--- config.mk ---
export PLATFORM = sky130hd
export DESIGN_NAME = smaesh_scheduler
export DESIGN_NICKNAME = d
export VERILOG_FILES = /design/src/rtl/smaesh_scheduler.sv
export SDC_FILE = /design/constraint.sdc
export NUM_CORES = 1
export LEC_CHECK = 0
export ABC_AREA = 1
export CAP_MARGIN = 20
export CORE_AREA = 2 2 98 100
export CTS_CLUSTER_SIZE = 28
export DETAILED_ROUTE_END_ITERATION = 8
export DIE_AREA = 0 0 100 102
export PLACE_DENSITY_LB_ADDON = 0.15
export RECOVER_POWER = 25
export SLEW_MARGIN = 20
export SYNTH_ARGS = -nofsm -noshare
export SYNTH_HDL_FRONTEND = slang
export SYNTH_SLANG_ARGS = --single-unit
--- constraint.sdc ---
create_clock -name clk -period 1.9 [get_ports clk]
set_input_delay 0.38 -clock clk [delete_from_list [all_inputs] [get_ports clk]]
set_output_delay 0.38 -clock clk [all_outputs]
set_load 0.01 [all_outputs]
--- src/rtl/smaesh_scheduler.sv ---
// Sequencer in front of a masked AES core: arbitrates host seed, key and data
// streams, tracks in-flight blocks and forces a PRNG reseed every RESEED_PERIOD blocks.
//
// state | meaning
// IDLE  | data may flow; seed/key requests are arbitrated (seed > key > data)
// DRAIN | seed/key pending, waiting for in-flight blocks to leave the core
// SEED  | seed stream passed through to the core until one handshake
// KEY   | key words passed through until the latched word count is reached
module smaesh_scheduler #(
  parameter int RESEED_PERIOD = 1024,
  parameter int MAX_INFLIGHT  = 2
) (
  input  logic        clk,
  input  logic        rst,
  input  logic        h_seed_valid,
  output logic        h_seed_ready,
  input  logic [79:0] h_seed_data,
  input  logic        h_key_valid,
  output logic        h_key_ready,
  input  logic [31:0] h_key_data,
  input  logic [1:0]  h_key_size_cfg,
  input  logic        h_key_inverse,
  input  logic        h_data_valid,
  output logic        h_data_ready,
  output logic        c_seed_valid,
  input  logic        c_seed_ready,
  output logic [79:0] c_seed_data,
  output logic        c_key_valid,
  input  logic        c_key_ready,
  output logic [31:0] c_key_data,
  output logic [1:0]  c_key_size_cfg,
  output logic        c_key_inverse,
  output logic        c_data_valid,
  input  logic        c_data_ready,
  input  logic        c_out_valid,
  input  logic        c_out_ready,
  output logic        reseed_req,
  output logic        busy,
  output logic        err,
  output logic [1:0]  inflight
);

  localparam int CW = (RESEED_PERIOD < 2) ? 1 : $clog2(RESEED_PERIOD + 1);
  localparam logic [CW-1:0] PERIOD = CW'(RESEED_PERIOD);
  localparam logic [1:0] MAX_IF = 2'(MAX_INFLIGHT);
  localparam logic RESEED_EN = (RESEED_PERIOD != 0);

  typedef enum logic [1:0] {
    S_IDLE  = 2'd0,
    S_DRAIN = 2'd1,
    S_SEED  = 2'd2,
    S_KEY   = 2'd3
  } state_t;

  state_t state, state_next;

  logic [CW-1:0] blk_cnt, blk_cnt_next;
  logic [1:0]    inflight_next;
  logic [2:0]    word_cnt;
  logic [2:0]    last_idx;
  logic [1:0]    cfg_q;
  logic          inv_q;
  logic          seeded;
  logic          keyed;

  logic seed_hs, key_hs, key_last, data_open, data_hs, out_hs, out_ok;
  logic enter_key, bad_cfg;
  logic [1:0] cfg_eff;

  // Data is only offered to the core when nothing else is pending or required.
  assign data_open = (state == S_IDLE) && seeded && keyed && !h_seed_valid &&
                     !h_key_valid && (inflight < MAX_IF) && !reseed_req;

  assign seed_hs   = (state == S_SEED) && h_seed_valid && c_seed_ready;
  assign key_hs    = (state == S_KEY) && h_key_valid && c_key_ready;
  assign key_last  = key_hs && (word_cnt == last_idx);
  assign data_hs   = h_data_valid && h_data_ready;
  assign out_hs    = c_out_valid && c_out_ready;
  assign out_ok    = out_hs && (inflight != 2'd0);
  assign enter_key = (state_next == S_KEY) && (state != S_KEY);
  assign bad_cfg   = (h_key_size_cfg == 2'd3);
  assign cfg_eff   = bad_cfg ? 2'd0 : h_key_size_cfg;

  always_comb begin
    state_next = state;
    case (state)
      S_IDLE: begin
        if (h_seed_valid)
          state_next = (inflight == 2'd0) ? S_SEED : S_DRAIN;
        else if (h_key_valid)
          state_next = (inflight == 2'd0) ? S_KEY : S_DRAIN;
      end
      S_DRAIN: begin
        if (inflight == 2'd0) begin
          if (h_seed_valid)     state_next = S_SEED;
          else if (h_key_valid) state_next = S_KEY;
          else                  state_next = S_IDLE;
        end
      end
      S_SEED: if (seed_hs) state_next = S_IDLE;
      S_KEY:  if (key_last) state_next = S_IDLE;
      default: state_next = S_IDLE;
    endcase
  end

  always_comb begin
    h_seed_ready   = 1'b0;
    c_seed_valid   = 1'b0;
    h_key_ready    = 1'b0;
    c_key_valid    = 1'b0;
    c_seed_data    = h_seed_data;
    c_key_data     = h_key_data;
    c_key_size_cfg = cfg_q;
    c_key_inverse  = inv_q;
    h_data_ready   = c_data_ready && data_open;
    c_data_valid   = h_data_valid && data_open;
    busy           = (state != S_IDLE) || (inflight != 2'd0);
    if (state == S_SEED) begin
      c_seed_valid = h_seed_valid;
      h_seed_ready = c_seed_ready;
    end
    if (state == S_KEY) begin
      c_key_valid = h_key_valid;
      h_key_ready = c_key_ready;
    end
  end

  always_comb begin
    blk_cnt_next = blk_cnt;
    if (seed_hs)
      blk_cnt_next = '0;
    else if (data_hs && (blk_cnt != PERIOD))
      blk_cnt_next = blk_cnt + 1'b1;
  end

  always_comb begin
    inflight_next = inflight;
    if (data_hs && !out_ok)
      inflight_next = inflight + 2'd1;
    else if (!data_hs && out_ok)
      inflight_next = inflight - 2'd1;
  end

  always_ff @(posedge clk or negedge rst) begin
    if (!rst) begin
      state      <= S_IDLE;
      blk_cnt    <= '0;
      inflight   <= 2'd0;
      reseed_req <= 1'b0;
      seeded     <= 1'b0;
      keyed      <= 1'b0;
      err        <= 1'b0;
    end else begin
      state      <= state_next;
      blk_cnt    <= blk_cnt_next;
      inflight   <= inflight_next;
      // Tracks blk_cnt_next so the request rises with the final block and drops with the seed.
      reseed_req <= RESEED_EN && (blk_cnt_next == PERIOD);
      if (seed_hs)  seeded <= 1'b1;
      if (key_last) keyed  <= 1'b1;
      if ((out_hs && (inflight == 2'd0)) || (enter_key && bad_cfg))
        err <= 1'b1;
    end
  end

  always_ff @(posedge clk or negedge rst) begin
    if (!rst) begin
      cfg_q    <= 2'd0;
      inv_q    <= 1'b0;
      last_idx <= 3'd3;
      word_cnt <= 3'd0;
    end else if (enter_key) begin
      cfg_q    <= cfg_eff;
      inv_q    <= h_key_inverse;
      word_cnt <= 3'd0;
      case (cfg_eff)
        2'd1:    last_idx <= 3'd5;
        2'd2:    last_idx <= 3'd7;
        default: last_idx <= 3'd3;
      endcase
    end else if (key_hs) begin
      word_cnt <= word_cnt + 3'd1;
    end
  end

  a_inflight_bound: assert property (@(posedge clk) disable iff (!rst) inflight <= MAX_IF);

endmodule

==> flow_summary_export.csv, run 1 <==
group,metric,value,unit
routing,wl,5.46,mm
sta,fmax,0.558,GHz
finish,final_cells,428,
yosys,syn_nets,487,
yosys,synth_xor_area_frac,0.0337,
finish,layout.nets,451,
routing,avgViaCountPerCell,4.27,
yosys,synth.largest_area_cell,"buf_4",
routing,route.detailed.drc,0,
cts,numCtsBuffers,3,
cts,cts_buffer_depth,2,
worst_setup_path,critPathLaunchType,"flop",
placement,dp_cells,419,
pwr,vdd_drop_max,0.517,mV
grt,first_global_vias,1788,
worst_setup_path,r2r_slack,0.13,ns
worst_setup_path,crit_end,"c_data_valid",
grt,grtUsageMet3,0.0465,
routing,via_count,1827,
worst_setup_path,critPathLaunch,"inflight[1]",
worst_setup_path,crit_type,"reg2out",
worst_setup_path,worstRegToRegCells,14,
yosys,seq_area_frac_synth,0.260,
finish,layout-drive-gt1-share,0.271,
grt,grt.met1_usage,0.132,
placement,gp_congestion,0.779,
grt,grt_pass1_wl,8.65,mm
pwr,leakage,1.34,nW
grt,top_usage_layer,"met2",
sta,skew,0.00394,ns
yosys,synth_area_per_cell,7.35,um^2
yosys,synth_top_family_by_area,"buffers and inverters",
yosys,ys_types,29,
sta,setup_ws,0.107,ns
routing,wl_per_cell,12.8,um
worst_setup_path,r2r_start,"blk_cnt[0]",
cts,cts.sinks,27,
run_status,status,"finished, final reports clean",
yosys,yosysWarnings,0,
sta,min_period,1.79,ns
yosys,synthMuxAreaShare,0,
worst_setup_path,end_kind,"primary output",
sta,finalCritPeriodShare,0.943,
grt,antenna_found_initial,0,
sta,grt_setup_unrepaired,"true",
sta,final_hold_viol_count,0,
cts,cts_hold_buf,0,
grt,met2_usage,0.162,
worst_setup_path,crit_required,1.52,ns
pwr,powerDensity,1050,nW/um^2
floorplanning,dieArea,10200,um^2
yosys,synth_cells,354,
finish,fillCellCount,1028,
yosys,synth-seq-cells,27,
yosys,synth-compound-area-share,0.0423,
grt,grt_use_total,0.108,
placement,dp_hpwl,4.29,mm
grt,grt_max_degree,28,
finish,syn_to_final_growth,0.240,%
grt,grt-ovfl-total,0,
cts,clk_pin_slew,0.11,ns
placement,place_ws,-0.394,ns
cts,cts_tree,"yes",
sta,worstMarginPinSlew,0.374,ns
run,drv_cap,0,
finish,antenna_cells,0,
cts,htreeDepth,1,
floorplanning,rows,35,
cts,cts_root_buf,"clkbuf_8",
sta,setup_viol,0,
floorplanning,die_h,102,um
cts,clk_latency,0.28,ns
placement,place_area,2470,um^2
yosys,synthTopCellsByArea,"buf_4, dfrtp_1, nand2_1, inv_1, ha_1",
floorplanning,die_width,100,um
floorplanning,ios,251,
yosys,yosys.area_share.adder,0.0385,
yosys,synthesis.area,2600,um^2
placement,portBuffers,26,
yosys,synth-simple-area-share,0.242,
floorplanning,core_area,9110,um^2
routing,drtPass1Iterations,4,
sta,slew_violations,0,
finish,fin_area,2610,um^2
floorplanning,start_util,0.286,
hold_path,worstHoldPathType,"in2async",
yosys,yosysTopAreaCellShare,0.323,
sta,whs,0.469,ns
worst_setup_path,worstPathArrival,1.41,ns
worst_setup_path,rr_endpoint,"reseed_req",
routing,ant_nets,0,
sta,max_slew_margin,0.751,
worst_setup_path,path_max_fanout,2,
routing,initialDrtViolationCount,64,
Yosys cell counts:
| library cell | instances |
|---|---|
| a21oi_1 | 6 |
| a21oi_2 | 1 |
| a31oi_1 | 2 |
| buf_4 | 112 |
| dfrtp_1 | 26 |
| dfstp_2 | 1 |
| ha_1 | 8 |
| inv_1 | 38 |
| inv_2 | 4 |
| nand2_1 | 66 |
| nand2_2 | 6 |
| nand2_4 | 1 |
| nand3_1 | 19 |
| nand3_2 | 1 |
| nand3_4 | 1 |
| nand4_1 | 4 |
| nand4_2 | 1 |
| nor2_1 | 26 |
| nor2_2 | 5 |
| nor2_4 | 2 |
| nor3_1 | 3 |
| o211ai_1 | 1 |
| o21ai_0 | 4 |
| o21ai_1 | 3 |
| o21ai_2 | 1 |
| o21bai_1 | 1 |
| or2_2 | 1 |
| xnor2_1 | 5 |
| xor2_1 | 5 |
cell usage in the layout, fill, tap and decap left out, types with 3 or more instances in the layout:
cell type / netlist / final
nand2_1: 66 / 63
buf_4: 112 / 43
inv_1: 38 / 37
dfrtp_1: 26 / 26
nor2_1: 26 / 24
clkdlybuf4s50_1: 0 / 17
nand3_1: 19 / 15
nand2_2: 6 / 8
ha_1: 8 / 8
a21oi_1: 6 / 6
dlygate4sd2_1: 0 / 6
inv_2: 4 / 5
nor2_2: 5 / 5
nand3_2: 1 / 5
xnor2_1: 5 / 5
xor2_1: 5 / 5
nor2_4: 2 / 4
nand4_1: 4 / 4
o21ai_0: 4 / 4
nor3_1: 3 / 3
o21ai_1: 3 / 3
clkbuf_8: 0 / 3
power breakdown:
part           internal (mW)  total (mW)  leakage, nW  switching [mW]
Combinational          0.710        1.51        0.979           0.804
Sequential             0.743       0.860        0.341           0.117
Clock                  0.149       0.355       0.0217           0.205
worst max-delay path, cell delays in order, from the launching register on:
cell and delay [ns]:
dfrtp_1 0.40, inv_1 0.08, nand2_1 0.05, nor2_1 0.18, nand3_2 0.14, inv_1 0.07
clkdlybuf4s15_2 0.22
worst min-delay path by stage:
| stage | from | slack [ns] | endpoint | depth (start not counted) |
|---|---|---|---|---|
| 2_1_floorplan | rst | 0.08 | blk_cnt[0] | 0 |
| 4_1_cts | rst | 0.48 | c_key_inverse | 2 |
| 5_1_grt | rst | 0.50 | c_key_size_cfg[0] | 2 |
| 3_5_place_dp | keyed | 0.45 | keyed | 2 |
| 3_3_place_gp | keyed | 0.45 | keyed | 2 |
| 6_report | rst | 0.47 | c_key_inverse | 2 |
cell type report:
cell class | instances | area (um^2) | share of cell area
Tap cell | 111 | 139 | 0.0532
Clock inverter | 1 | 7.51 | 0.00288
Clock buffer | 3 | 41.3 | 0.0158
Inverter | 42 | 158 | 0.0604
Sequential cell | 27 | 677 | 0.259
Multi-Input combinational cell | 173 | 975 | 0.374
Timing Repair Buffer | 71 | 612 | 0.235
cells by family after synthesis:
kind of cell             Yosys count
buffers and inverters            154
AND/OR/NAND/NOR                  136
flip-flops                        27
AO/OA/AOI/OAI                     19
XOR/XNOR                          10
adder cells (fa/ha/maj)            8
registers in the layout, summed over array words and instances, names as in the netlist:
| register | flops |
|---|---|
| blk_cnt | 11 |
| word_cnt | 3 |
| c_key_size_cfg | 2 |
| inflight | 2 |
| last_idx | 2 |
| state | 2 |
| c_key_inverse | 1 |
| err | 1 |
| keyed | 1 |
| reseed_req | 1 |
| seeded | 1 |
through the flow:
step                      setup TNS [ns]  utilization  power [mW]
after detailed placement           -5.37        0.272        2.33
after global routing             -0.0291        0.286        2.98
after floorplan                        0            -        1.91
final                                  0        0.286        2.73
after global placement             -5.66        0.272        2.33
after CTS                              0        0.279        2.72
repair_timing:
item	CTS	global route
endpoints found under the setup margin	8	10
resized for setup	14	13
buffers inserted	2	3
pin swaps	1	4
layer usage:
layer,up-vias,wire [um],part of all wire
met1,818,2350,0.43
met3,30,481,0.088
met4,0,237,0.043
met5,-,0,0
li1,900,-,-
met2,79,2390,0.44
Power figures use the tool's default switching activity.
==> run 2: changes to the inputs <==
Settings changed: MAX_ROUTING_LAYER from default to met4.
==> run 2 against run 1 <==
The run now fails in detailed routing. Synthesized area did not move. Global-route usage increased by 0.33 points. Synthesized cell count unchanged.
==> flow_summary_export.csv, run 2 <==
group,metric,value,unit
run_status,status,"aborted with a tool error",
run_status,haltStage,"detailed routing",
run_status,stop_error,"[ERROR DRT-0255] Maze Route cannot find path of net h_seed_data[66] in worker of routeBox ( 48300 0 ) ( 100000 48300 ).",
floorplanning,die_width,100,um
yosys,syn_nets,487,
placement,portBuffers,26,
yosys,synth_ff_type,"dfrtp_1",
sta,worstEndpointGrtRepair,"reseed_req$_DFF_PN0_/D",
floorplanning,rows,35,
yosys,synth-edff-count,0,
grt,antenna_found_initial,0,
placement,gp_congestion,0.790,
grt,grt-ovfl-total,0,
yosys,netlist_top_cells_count,"buf_4, nand2_1, inv_1, dfrtp_1, nor2_1",
yosys,yosysTopAreaCellShare,0.323,
yosys,synth-seq-cells,27,
cts,htreeDepth,1,
cts,cts_buffer_depth,2,
sta,endpoint_type,"register data pin",
cts,cts_hold_buf,0,
yosys,synth_cells,354,
placement,place_ws,-0.394,ns
yosys,yosysWarnings,0,
grt,grt_max_degree,28,
grt,first_global_vias,1786,
yosys,synthTopCellsByArea,"buf_4, dfrtp_1, nand2_1, inv_1, ha_1",
grt,grt_use_total,0.111,
yosys,synth.largest_area_cell,"buf_4",
floorplanning,start_util,0.286,
yosys,synth_area_per_cell,7.35,um^2
yosys,synthesis.area,2600,um^2
yosys,synth_most_common_cell,"buf_4",
yosys,ys_types,29,
placement,dp_hpwl,4.29,mm
grt,grt_pass1_wl,8.65,mm
yosys,async_reset_ff_frac,1.00,
floorplanning,die_h,102,um
yosys,seq_area_frac_synth,0.260,
floorplanning,ios,251,
cts,cts_root_buf,"clkbuf_8",
cts,cts.sinks,27,
cts,numCtsBuffers,3,
## run 2: cell counts after synthesis
Identical to the previous run, type by type.
## run 2: logic make-up after synthesis
family | count (synthesis) | share of synthesized area
AOI/OAI and AO/OA | 19 | 0.0423
xor gates and xnor gates | 10 | 0.0337
adders and majority gates | 8 | 0.0385
buffers and inverters | 154 | 0.384
DFF | 27 | 0.260
and+or+nand+nor | 136 | 0.242
## run 2: through the flow
step | utilization | instances | instance area (um^2)
detailed placement | 0.272 | 419 | 2470
floorplan | - | 354 | 2600
global route | 0.286 | 428 | 2610
CTS | 0.279 | 425 | 2540
global placement | 0.272 | 419 | 2470
## run 2: metal layers
layer  GRT usage
met1       0.132
met2       0.162
met3      0.0458
met4      0.0558
met5           -
## run 2: what timing repair did
item | CTS | global route
gates resized for setup | 14 | 13
setup endpoints to repair | 8 | 10
setup buffers | 2 | 3
pin swaps | 1 | 4
==> run 3: changes to the inputs <==
Settings changed: CORE_AREA 2 2 98 100 to default, CORE_MARGIN from default to 2, CORE_UTILIZATION from default to 28, CTS_CLUSTER_SIZE 28 to default, DIE_AREA 0 0 100 102 to default, MAX_ROUTING_LAYER met4 to default.
==> run 3 against run 2 <==
The run now ends clean. Global-route usage increased by 0.080 points.
==> flow_summary_export.csv, run 3 (synthesis gave the netlist of run 1 again) <==
group,metric,value,unit
routing,wl,5.65,mm
floorplanning,start_util,0.286,
finish,final_cells,433,
cts,htreeDepth,1,
worst_setup_path,crit_required,2.12,ns
finish,layout.nets,456,
finish,finish.utilization,0.297,
worst_setup_path,critPathLaunchType,"flop",
finish,largest_register_ffs,11,
cts,clk_latency,0.28,ns
finish,fillCellCount,1005,
worst_setup_path,r2r_start,"blk_cnt[0]",
sta,max_slew_margin,0.752,
routing,ant_nets,0,
routing,via_count,1851,
sta,skew,0.00425,ns
sta,grt_setup_unrepaired,"true",
finish,layout-drive-gt1-share,0.317,
placement,place_ws,-0.366,ns
grt,grt_max_degree,28,
routing,wl_per_cell,13.0,um
run,drv_cap,0,
grt,first_global_vias,1867,
floorplanning,core_area,9110,um^2
worst_setup_path,crit_type,"reg2reg",
placement,dp_cells,420,
cts,cts_root_buf,"clkbuf_8",
worst_setup_path,worstPathArrival,2.04,ns
floorplanning,rows,35,
cts,cts.sinks,27,
cts,cts_tree,"yes",
sta,finalCritPeriodShare,0.957,
cts,numCtsBuffers,3,
routing,route.detailed.drc,0,
floorplanning,ios,251,
finish,top_register,"blk_cnt",
floorplanning,die_h,100,um
sta,worstMarginPinSlew,0.372,ns
finish,final_common_cell,"nand2_1",
pwr,power,2.87,mW
worst_setup_path,critPathLaunch,"blk_cnt[0]",
grt,grt_use_total,0.112,
pwr,powerDensity,1060,nW/um^2
grt,antenna_found_initial,0,
sta,setup_viol,0,
cts,cts_buffer_depth,2,
sta,whs,0.469,ns
placement,portBuffers,26,
worst_setup_path,end_kind,"flop",
pwr,vdd_drop_max,0.598,mV
grt,grt-ovfl-total,0,
floorplanning,die_width,100,um
finish,fin_area,2710,um^2
run_status,status,"finished, final reports clean",
finish,largestRegisters,"blk_cnt x11, word_cnt x3",
pwr,leakage,1.37,nW
finish,layout_common_cells,"nand2_1, buf_4, inv_1",
floorplanning,dieArea,10100,um^2
finish,antenna_cells,0,
sta,setup_ws,0.0819,ns
grt,grt_pass1_wl,9.00,mm
sta,fmax,0.550,GHz
hold_path,worstHoldPathType,"in2async",
placement,place_area,2480,um^2
cts,clk_pin_slew,0.10,ns
sta,final_hold_viol_count,0,
placement,gp_congestion,0.779,
worst_setup_path,path_max_fanout,4,
routing,initialDrtViolationCount,64,
worst_setup_path,r2r_slack,0.08,ns
finish,syn_to_final_growth,3.99,%
placement,dp_hpwl,4.29,mm
routing,avgViaCountPerCell,4.27,
sta,min_period,1.82,ns
sta,slew_violations,0,
routing,drtPass1Iterations,4,
sta,tns,0,ns
run 3: worst paths after layout:
check | to | cells past startpoint
worst min register to register | keyed | 2
worst min-delay path | c_key_inverse | 2
worst max register to register | reseed_req | 13
worst max-delay path | reseed_req | 13
min in group clk | keyed | 2
max in group asynchronous | last_idx[1] | 2
run 3: repair_timing:
action | 4_1_cts | 5_1_grt
gates resized for setup | 24 | 22
gates cloned | 0 | 0
hold buffers | 0 | 0
pin swaps | 7 | 12
setup buffers | 3 | 6
endpoints found under the setup margin | 9 | 16
run 3: routing by layer:
layer / share of wire / track usage / up-vias
met5: 0 / 0 / -
met4: 0.047 / 0.0622 / 0
met3: 0.088 / 0.0522 / 32
met2: 0.43 / 0.170 / 82
met1: 0.43 / 0.130 / 826
li1: - / - / 911
run 3: critical path, stage by stage, from the launching register on:
cell and delay (ns):
dfrtp_1 0.43, inv_2 0.10, ha_4 0.13, inv_1 0.04
nor2_1 0.08, nand3_1 0.11, nor2_4 0.16, buf_6 0.14
o21bai_1 0.07, nand3_1 0.12, nand2_2 0.09, nor2_4 0.12
nand3_2 0.08, nor2_2 0.10
run 3: power breakdown:
group,leakage (nW),internal (mW),switching (mW)
registers,0.341,0.743,0.123
clock network,0.0228,0.151,0.198
logic,1.01,0.797,0.858
run 3: cell type report:
class / instances / area, um^2 / area share
clock buffers: 4 / 45.0 / 0.0166
well taps: 111 / 139 / 0.0513
flip-flops and latches: 27 / 677 / 0.250
multi-input cells: 173 / 1040 / 0.386
repair buffers: 76 / 643 / 0.238
inverters: 42 / 158 / 0.0583
==> run 4: changes to the inputs <==
Settings changed: CORE_AREA from default to 2 2 98 100, CORE_MARGIN 2 to default, CORE_UTILIZATION 28 to default, DIE_AREA from default to 0 0 100 102.
==> results of run 4 <==
Final layout, timing and power as in run 1 (identical DEF).
